File: src/rtl/pipe_ctrl_pkg.sv
// Shared types and constants for the pipeline hazard/redirect sequencer.
// Defines the state encodings, parameter defaults and the hold/flush bit order.
package pipe_ctrl_pkg;

  localparam int ADDR_W_DEF       = 32;
  localparam int FLUSH_CYCLES_DEF = 2;
  localparam int BUS_TIMEOUT_DEF  = 16;

  typedef enum logic [1:0] {
    ST_IDLE  = 2'd0,
    ST_FLUSH = 2'd1,
    ST_STALL = 2'd2,
    ST_BUS   = 2'd3
  } state_t;

  // Bit positions inside the packed stage-control vector
  localparam int CTL_HOLD_PC  = 0;
  localparam int CTL_HOLD_IF  = 1;
  localparam int CTL_HOLD_ID  = 2;
  localparam int CTL_FLUSH_IF = 3;
  localparam int CTL_FLUSH_ID = 4;
  localparam int CTL_W        = 5;

  localparam logic [CTL_W-1:0] CTL_HOLD_ALL  = 5'b00111;
  localparam logic [CTL_W-1:0] CTL_FLUSH_ALL = 5'b11000;

  function automatic int cnt_w(input int n);
    return (n < 1) ? 1 : $clog2(n + 1);
  endfunction

endpackage

File: src/rtl/pipe_ctrl_cnt.sv
// Loadable down-counter with zero flag; load wins over decrement and the
// count saturates at zero.
module pipe_ctrl_cnt #(
  parameter int W = 2
) (
  input  logic         clk,
  input  logic         rst,
  input  logic         load,
  input  logic [W-1:0] load_val,
  input  logic         dec,
  output logic [W-1:0] count,
  output logic         zero
);

  logic [W-1:0] count_reg;

  always_ff @(posedge clk or negedge rst) begin
    if (!rst) begin
      count_reg <= '0;
    end else if (load) begin
      count_reg <= load_val;
    end else if (dec && (count_reg != '0)) begin
      count_reg <= count_reg - W'(1);
    end
  end

  assign count = count_reg;
  assign zero  = (count_reg == '0);

endmodule

File: src/rtl/pipe_ctrl.sv
// Hazard and redirect sequencer for the IF/ID/EX core: merges redirect and stall
// requests into hold/flush controls. Optional bus watchdog: CTRL_BUS_TIMEOUT_EN.
module pipe_ctrl
  import pipe_ctrl_pkg::*;
#(
  parameter int ADDR_W       = ADDR_W_DEF,
  parameter int FLUSH_CYCLES = FLUSH_CYCLES_DEF,
  parameter int BUS_TIMEOUT  = BUS_TIMEOUT_DEF
) (
  input  logic              clk,
  input  logic              rst,
  input  logic              jump_en_i,
  input  logic [ADDR_W-1:0] jump_addr_i,
  input  logic              int_req_i,
  input  logic [ADDR_W-1:0] int_addr_i,
  input  logic              bus_hold_i,
  input  logic              div_busy_i,
  input  logic              ld_use_i,
  output logic              jump_en_o,
  output logic [ADDR_W-1:0] jump_addr_o,
  output logic              int_ack_o,
  output logic              hold_pc_o,
  output logic              hold_if_o,
  output logic              hold_id_o,
  output logic              flush_if_o,
  output logic              flush_id_o,
  output logic [1:0]        state_o,
  output logic              bus_err_o
);

  localparam int FC_W = cnt_w(FLUSH_CYCLES);
  localparam logic [FC_W-1:0] FC_LOAD = FC_W'(FLUSH_CYCLES - 1);

  if ((FLUSH_CYCLES < 1) || (BUS_TIMEOUT < 1)) begin : g_bad_param
    $error("pipe_ctrl: FLUSH_CYCLES and BUS_TIMEOUT must be >= 1");
  end

  state_t              state_reg, state_next;
  logic [CTL_W-1:0]    ctl;
  logic                redirect, ack, err;
  logic [ADDR_W-1:0]   addr;
  logic                fl_load, fl_dec, fl_zero;
  logic [FC_W-1:0]     fl_count;
  logic                tmo_expired;

  always_ff @(posedge clk or negedge rst) begin
    if (!rst) state_reg <= ST_IDLE;
    else      state_reg <= state_next;
  end

  pipe_ctrl_cnt #(.W(FC_W)) u_flush_cnt (
    .clk      (clk),
    .rst      (rst),
    .load     (fl_load),
    .load_val (FC_LOAD),
    .dec      (fl_dec),
    .count    (fl_count),
    .zero     (fl_zero)
  );

`ifdef CTRL_BUS_TIMEOUT_EN
  localparam int TO_W = cnt_w(BUS_TIMEOUT);
  logic [TO_W-1:0] tmo_val, tmo_count;
  logic            tmo_zero;

  // Preloaded on the way into BUS so expiry lands on the BUS_TIMEOUT-th BUS cycle
  assign tmo_val = (state_next == ST_BUS) ? TO_W'(BUS_TIMEOUT - 1) : '0;

  pipe_ctrl_cnt #(.W(TO_W)) u_tmo_cnt (
    .clk      (clk),
    .rst      (rst),
    .load     (state_reg != ST_BUS),
    .load_val (tmo_val),
    .dec      (state_reg == ST_BUS),
    .count    (tmo_count),
    .zero     (tmo_zero)
  );

  assign tmo_expired = tmo_zero && (tmo_count == '0);
`else
  assign tmo_expired = 1'b0;
`endif

  always_comb begin
    state_next = state_reg;
    ctl        = '0;
    redirect   = 1'b0;
    ack        = 1'b0;
    err        = 1'b0;
    addr       = jump_addr_i;
    fl_load    = 1'b0;
    fl_dec     = 1'b0;
    case (state_reg)
      ST_IDLE: begin
        if (int_req_i) begin
          redirect = 1'b1;
          ack      = 1'b1;
          addr     = int_addr_i;
        end else if (jump_en_i) begin
          redirect = 1'b1;
        end else if (bus_hold_i) begin
          ctl        = CTL_HOLD_ALL;
          state_next = ST_BUS;
        end else if (div_busy_i) begin
          ctl        = CTL_HOLD_ALL;
          state_next = ST_STALL;
        end else if (ld_use_i) begin
          ctl[CTL_HOLD_PC]  = 1'b1;
          ctl[CTL_HOLD_IF]  = 1'b1;
          ctl[CTL_FLUSH_ID] = 1'b1;
        end
      end
      ST_FLUSH: begin
        ctl    = CTL_FLUSH_ALL;
        fl_dec = 1'b1;
        // Interrupts wait here; only a fresh jump may re-redirect
        if (jump_en_i) redirect = 1'b1;
        else if (fl_zero || (fl_count == FC_W'(1))) state_next = ST_IDLE;
      end
      ST_STALL: begin
        if (div_busy_i) ctl = CTL_HOLD_ALL;
        else            state_next = ST_IDLE;
      end
      ST_BUS: begin
        if (bus_hold_i) begin
          if (tmo_expired) begin
            err        = 1'b1;
            state_next = ST_IDLE;
          end else begin
            ctl = CTL_HOLD_ALL;
          end
        end else if (div_busy_i) begin
          // Keep holds continuous across the BUS->STALL hand-off
          ctl        = CTL_HOLD_ALL;
          state_next = ST_STALL;
        end else begin
          state_next = ST_IDLE;
        end
      end
      default: state_next = ST_IDLE;
    endcase
    if (redirect) begin
      ctl        = ctl | CTL_FLUSH_ALL;
      fl_load    = 1'b1;
      state_next = (FLUSH_CYCLES > 1) ? ST_FLUSH : ST_IDLE;
    end
  end

  // Reset forces every output low without waiting for a clock edge
  assign jump_en_o   = rst & redirect;
  assign int_ack_o   = rst & ack;
  assign bus_err_o   = rst & err;
  assign jump_addr_o = rst ? addr : '0;
  assign hold_pc_o   = rst & ctl[CTL_HOLD_PC];
  assign hold_if_o   = rst & ctl[CTL_HOLD_IF];
  assign hold_id_o   = rst & ctl[CTL_HOLD_ID];
  assign flush_if_o  = rst & ctl[CTL_FLUSH_IF];
  assign flush_id_o  = rst & ctl[CTL_FLUSH_ID];
  assign state_o     = state_reg;

endmodule

File: config.mk
export PLATFORM = sky130hd
export DESIGN_NAME = pipe_ctrl
export DESIGN_NICKNAME = d
export VERILOG_FILES = /design/src/rtl/pipe_ctrl_pkg.sv /design/src/rtl/pipe_ctrl_cnt.sv /design/src/rtl/pipe_ctrl.sv
export SDC_FILE = /design/constraint.sdc
export NUM_CORES = 1
export LEC_CHECK = 0
export ABC_AREA = 1
export CAP_MARGIN = 0
export CORE_MARGIN = 3
export CORE_UTILIZATION = 35
export DETAILED_ROUTE_END_ITERATION = 12
export DONT_BUFFER_PORTS = 1
export SLEW_MARGIN = 0
export SYNTH_ARGS = -nofsm -noshare
export SYNTH_HDL_FRONTEND = slang
export SYNTH_SLANG_ARGS = --single-unit
File: constraint.sdc
create_clock -name clk -period 1.95 [get_ports clk]
set_input_delay 0.4875 -clock clk [delete_from_list [all_inputs] [get_ports clk]]
set_output_delay 0.4875 -clock clk [all_outputs]
set_load 0.01 [all_outputs]
==> impl_metrics.tcl, run 1 <==
set metrics [dict create \
    gp_congestion 0.786 \
    setup_slack_ns 0.0898 \
    ff_latch_area_um2 100 \
    final_nets 246 \
    setup_violations 0 \
    multi_input_area_um2 674 \
    clockPowerShare_pct 9.4 \
    routed_via_density 5.46 \
    hold_path_class "in -> reg" \
    die_x_um 56.5 \
    cp.arrival_ns 1.37 \
    cpMaxStageDelayCell "dfrtp_1" \
    synth_ff_type "dfrtp_1" \
    status "finished clean" \
    synthToLayoutAreaGrowth_pct 8.42 \
    cts-htree-levels 1 \
    start_util_pct 38.5 \
    p_sw_share_pct 57.2 \
    cp.required_ns 1.46 \
    synthCells 172 \
    p_per_area_nw_per_um2 1180 \
    final_hold_viol_count 0 \
    drtIter0Drc 77 \
    place_ws_ns 0.118 \
    io_buffer_count 0 \
    power.leakage_nw 0.475 \
    hpwl_mm 2.00 \
    seqPwrFrac_pct 13.6 \
    internal_power_uw 487 \
    critPathMaxFanout 4 \
    vias 1086 \
    yosysMostFrequentCell "nor2_1" \
    grt_max_degree 38 \
    timing.critical_path.buf_inv 1 \
    combPwrFrac_pct 77.0 \
    synth_top_area_cell "nor2_1" \
    synth_cell_types 22 \
    final_cell_count_no_fill 199 \
    cp-start-kind "register" \
    ys_seq_elements 4 \
    clk_path_buf_depth 2 \
    grt_pass1_wl_mm 4.00 \
    crit_type "reg -> out" \
    drive_gt1_share_pct 12.3 \
    clock_sinks 4 \
    cp_top_family "flip-flops" \
    synth_top_cells_by_area "nor2_1 (28%), o21ai_0 (19%), dfrtp_1 (11%)" \
    cts_made_buffers 3 \
    synth_warnings 0 \
    dr.pass1.iters 4 \
    crit_path_end_kind "output pin" \
    cp_cell_sequence "nor2_4, buf_4, a21oi_1, nand3_1, nand2_4" \
    grt_pass1_vias 951 \
    fin_util_pct 41.7 \
    timing.hold.ws_ns 0.397 \
    antenna_found_initial 0 \
    ioPinCount 113 \
    synthArstFlopShare_pct 100 \
    cap_violations 0 \
    syn_nets 245 \
    die_y_um 56.5 \
    p_switching_uw 651 \
    min_period_ns 1.86 \
    diodes 0 \
    dieArea_um2 3190 \
    clk_latency_ns 0.24 \
    final_area_um2 967 \
    rsz0062_at_grt "no" \
    drcViolationCount 0 \
    wl_per_cell_um 13.8 \
    cp_slowest_stage_delay_ns 0.38 \
    n_fill_cell 264 \
    yosysSeqAreaShare_pct 11.2 \
    drv_slew 0 \
    coreArea_um2 2320 \
    totalWireLength_mm 2.75 \
    synth_area_per_cell_um2 5.19 \
    fmax_mhz 538 \
    yosys-top-cells-count "nor2_1 (67), o21ai_0 (33), nand2_1 (18), inv_1 (16), nand3_1 (7)" \
    synth_top_area_share_pct 28.2 \
    cts_root_buffer "clkbuf_4" \
    post_dp_cell_area_um2 852 \
    clk_pin_slew_ns 0.04 \
    row_count 17 \
    total_power_mw 1.14 \
    grt_overflow_total 0 \
    ir_drop_uv 594 \
    antenna_left 0 \
    synth_area_um2 892 \
    setup_tns_ns 0 \
    cts_tree "done" \
    finClkSkew_ns 0.000748 \
    finalCritPeriodShare_pct 95.4 \
    synth_edf_count 0 \
    track_usage_pct 15.0 \
    dpl.cell_count 191 \
]
-- cell type report --
type | instances | area share (%)
clock buffers | 3 | 2.33
multi-input cells | 140 | 69.7
well taps | 28 | 3.62
inverters | 17 | 7.89
repair buffers | 7 | 6.08
flip-flops and latches | 4 | 10.3
-- power by group through the flow --
stage | clock (mW) | combinational [mW] | sequential (mW)
final | 0.107 | 0.877 | 0.155
after global routing | 0.119 | 0.999 | 0.162
after CTS | 0.113 | 0.798 | 0.156
after detailed placement | 0 | 0.739 | 0.157
after global placement | 0 | 0.717 | 0.155
after floorplan | 0 | 0.662 | 0.181
-- per-layer routing --
metal	up-vias	wire, um	part of all wire, %	track usage, %
met5	-	0	0	0
met4	0	23	0.84	4.07
met3	4	326	12	3.45
met2	67	1410	51	28.5
met1	477	989	36	16.1
li1	538	-	-	-
-- final timing paths --
| kind | startpoint | to | slack, ns | cells after the start |
|---|---|---|---|---|
| worst max-delay path | state_o[0] | hold_if_o | 0.09 | 5 |
| worst min register to register | u_flush_cnt.count[0] | u_flush_cnt.count[0] | 0.55 | 2 |
| worst min-delay path | bus_hold_i | state_o[0] | 0.40 | 2 |
| worst max register to register | state_o[0] | u_flush_cnt.count[1] | 0.67 | 8 |
| max in group asynchronous | rst | state_o[1] | 1.23 | 1 |
| min in group asynchronous | rst | u_flush_cnt.count[1] | 0.54 | 1 |
-- layout by cell type (no fill, tap or decap), types with 2 or more instances in the layout --
| master | instances |
|---|---|
| a21oi_1 | 3 |
| buf_4 | 5 |
| clkbuf_4 | 3 |
| dfrtp_1 | 4 |
| ha_1 | 2 |
| inv_1 | 16 |
| nand2_1 | 17 |
| nand2_4 | 2 |
| nand3_1 | 5 |
| nand3_2 | 2 |
| nor2_1 | 65 |
| nor2_2 | 3 |
| o21ai_0 | 25 |
| o21ai_1 | 8 |
| o21ai_2 | 2 |
-- cell families after synthesis --
family | after synthesis | synth area share (%)
XOR/XNOR | 1 | 0.982
adder cells (fa/ha/maj) | 2 | 2.80
other | 1 | 0.420
flip-flops | 4 | 11.2
buffers and inverters | 29 | 18.4
AO/OA/AOI/OAI | 39 | 22.4
AND/OR/NAND/NOR | 96 | 43.8
-- timing repair --
item,4_1_cts,5_1_grt
pin swaps,1,3
buffers inserted,2,1
endpoints found under the hold margin,4,0
cloned,0,1
resized for setup,4,16
endpoints found under the setup margin,33,36
hold buffers,1,0
-- worst register-to-register path, stage by stage, from the launching register on --
cell     delay [ns]
dfrtp_1        0.38
buf_4          0.17
inv_1          0.07
nor2_1         0.17
nand2_1        0.14
nand2_1        0.08
o21ai_1        0.06
inv_1          0.06
nor2_2         0.03
(Power assumes the default switching activity.)
==> run 2: changes to the inputs <==
--- a/config.mk
+++ b/config.mk
@@ -6,6 +6,7 @@
 export NUM_CORES = 1
 export LEC_CHECK = 0
 export ABC_AREA = 1
+export ABC_CLOCK_PERIOD_IN_PS = 1950
 export CAP_MARGIN = 0
 export CORE_MARGIN = 3
 export CORE_UTILIZATION = 35
==> results of run 2 <==
Final layout, timing and power as in run 1 (identical DEF).
==> run 3: changes to the inputs <==
--- a/config.mk
+++ b/config.mk
@@ -10,6 +10,7 @@
 export CAP_MARGIN = 0
 export CORE_MARGIN = 3
 export CORE_UTILIZATION = 35
+export CTS_CLUSTER_SIZE = 12
 export DETAILED_ROUTE_END_ITERATION = 12
 export DONT_BUFFER_PORTS = 1
 export SLEW_MARGIN = 0
==> results of run 3 <==
Final layout, timing and power as in run 1 (identical DEF).
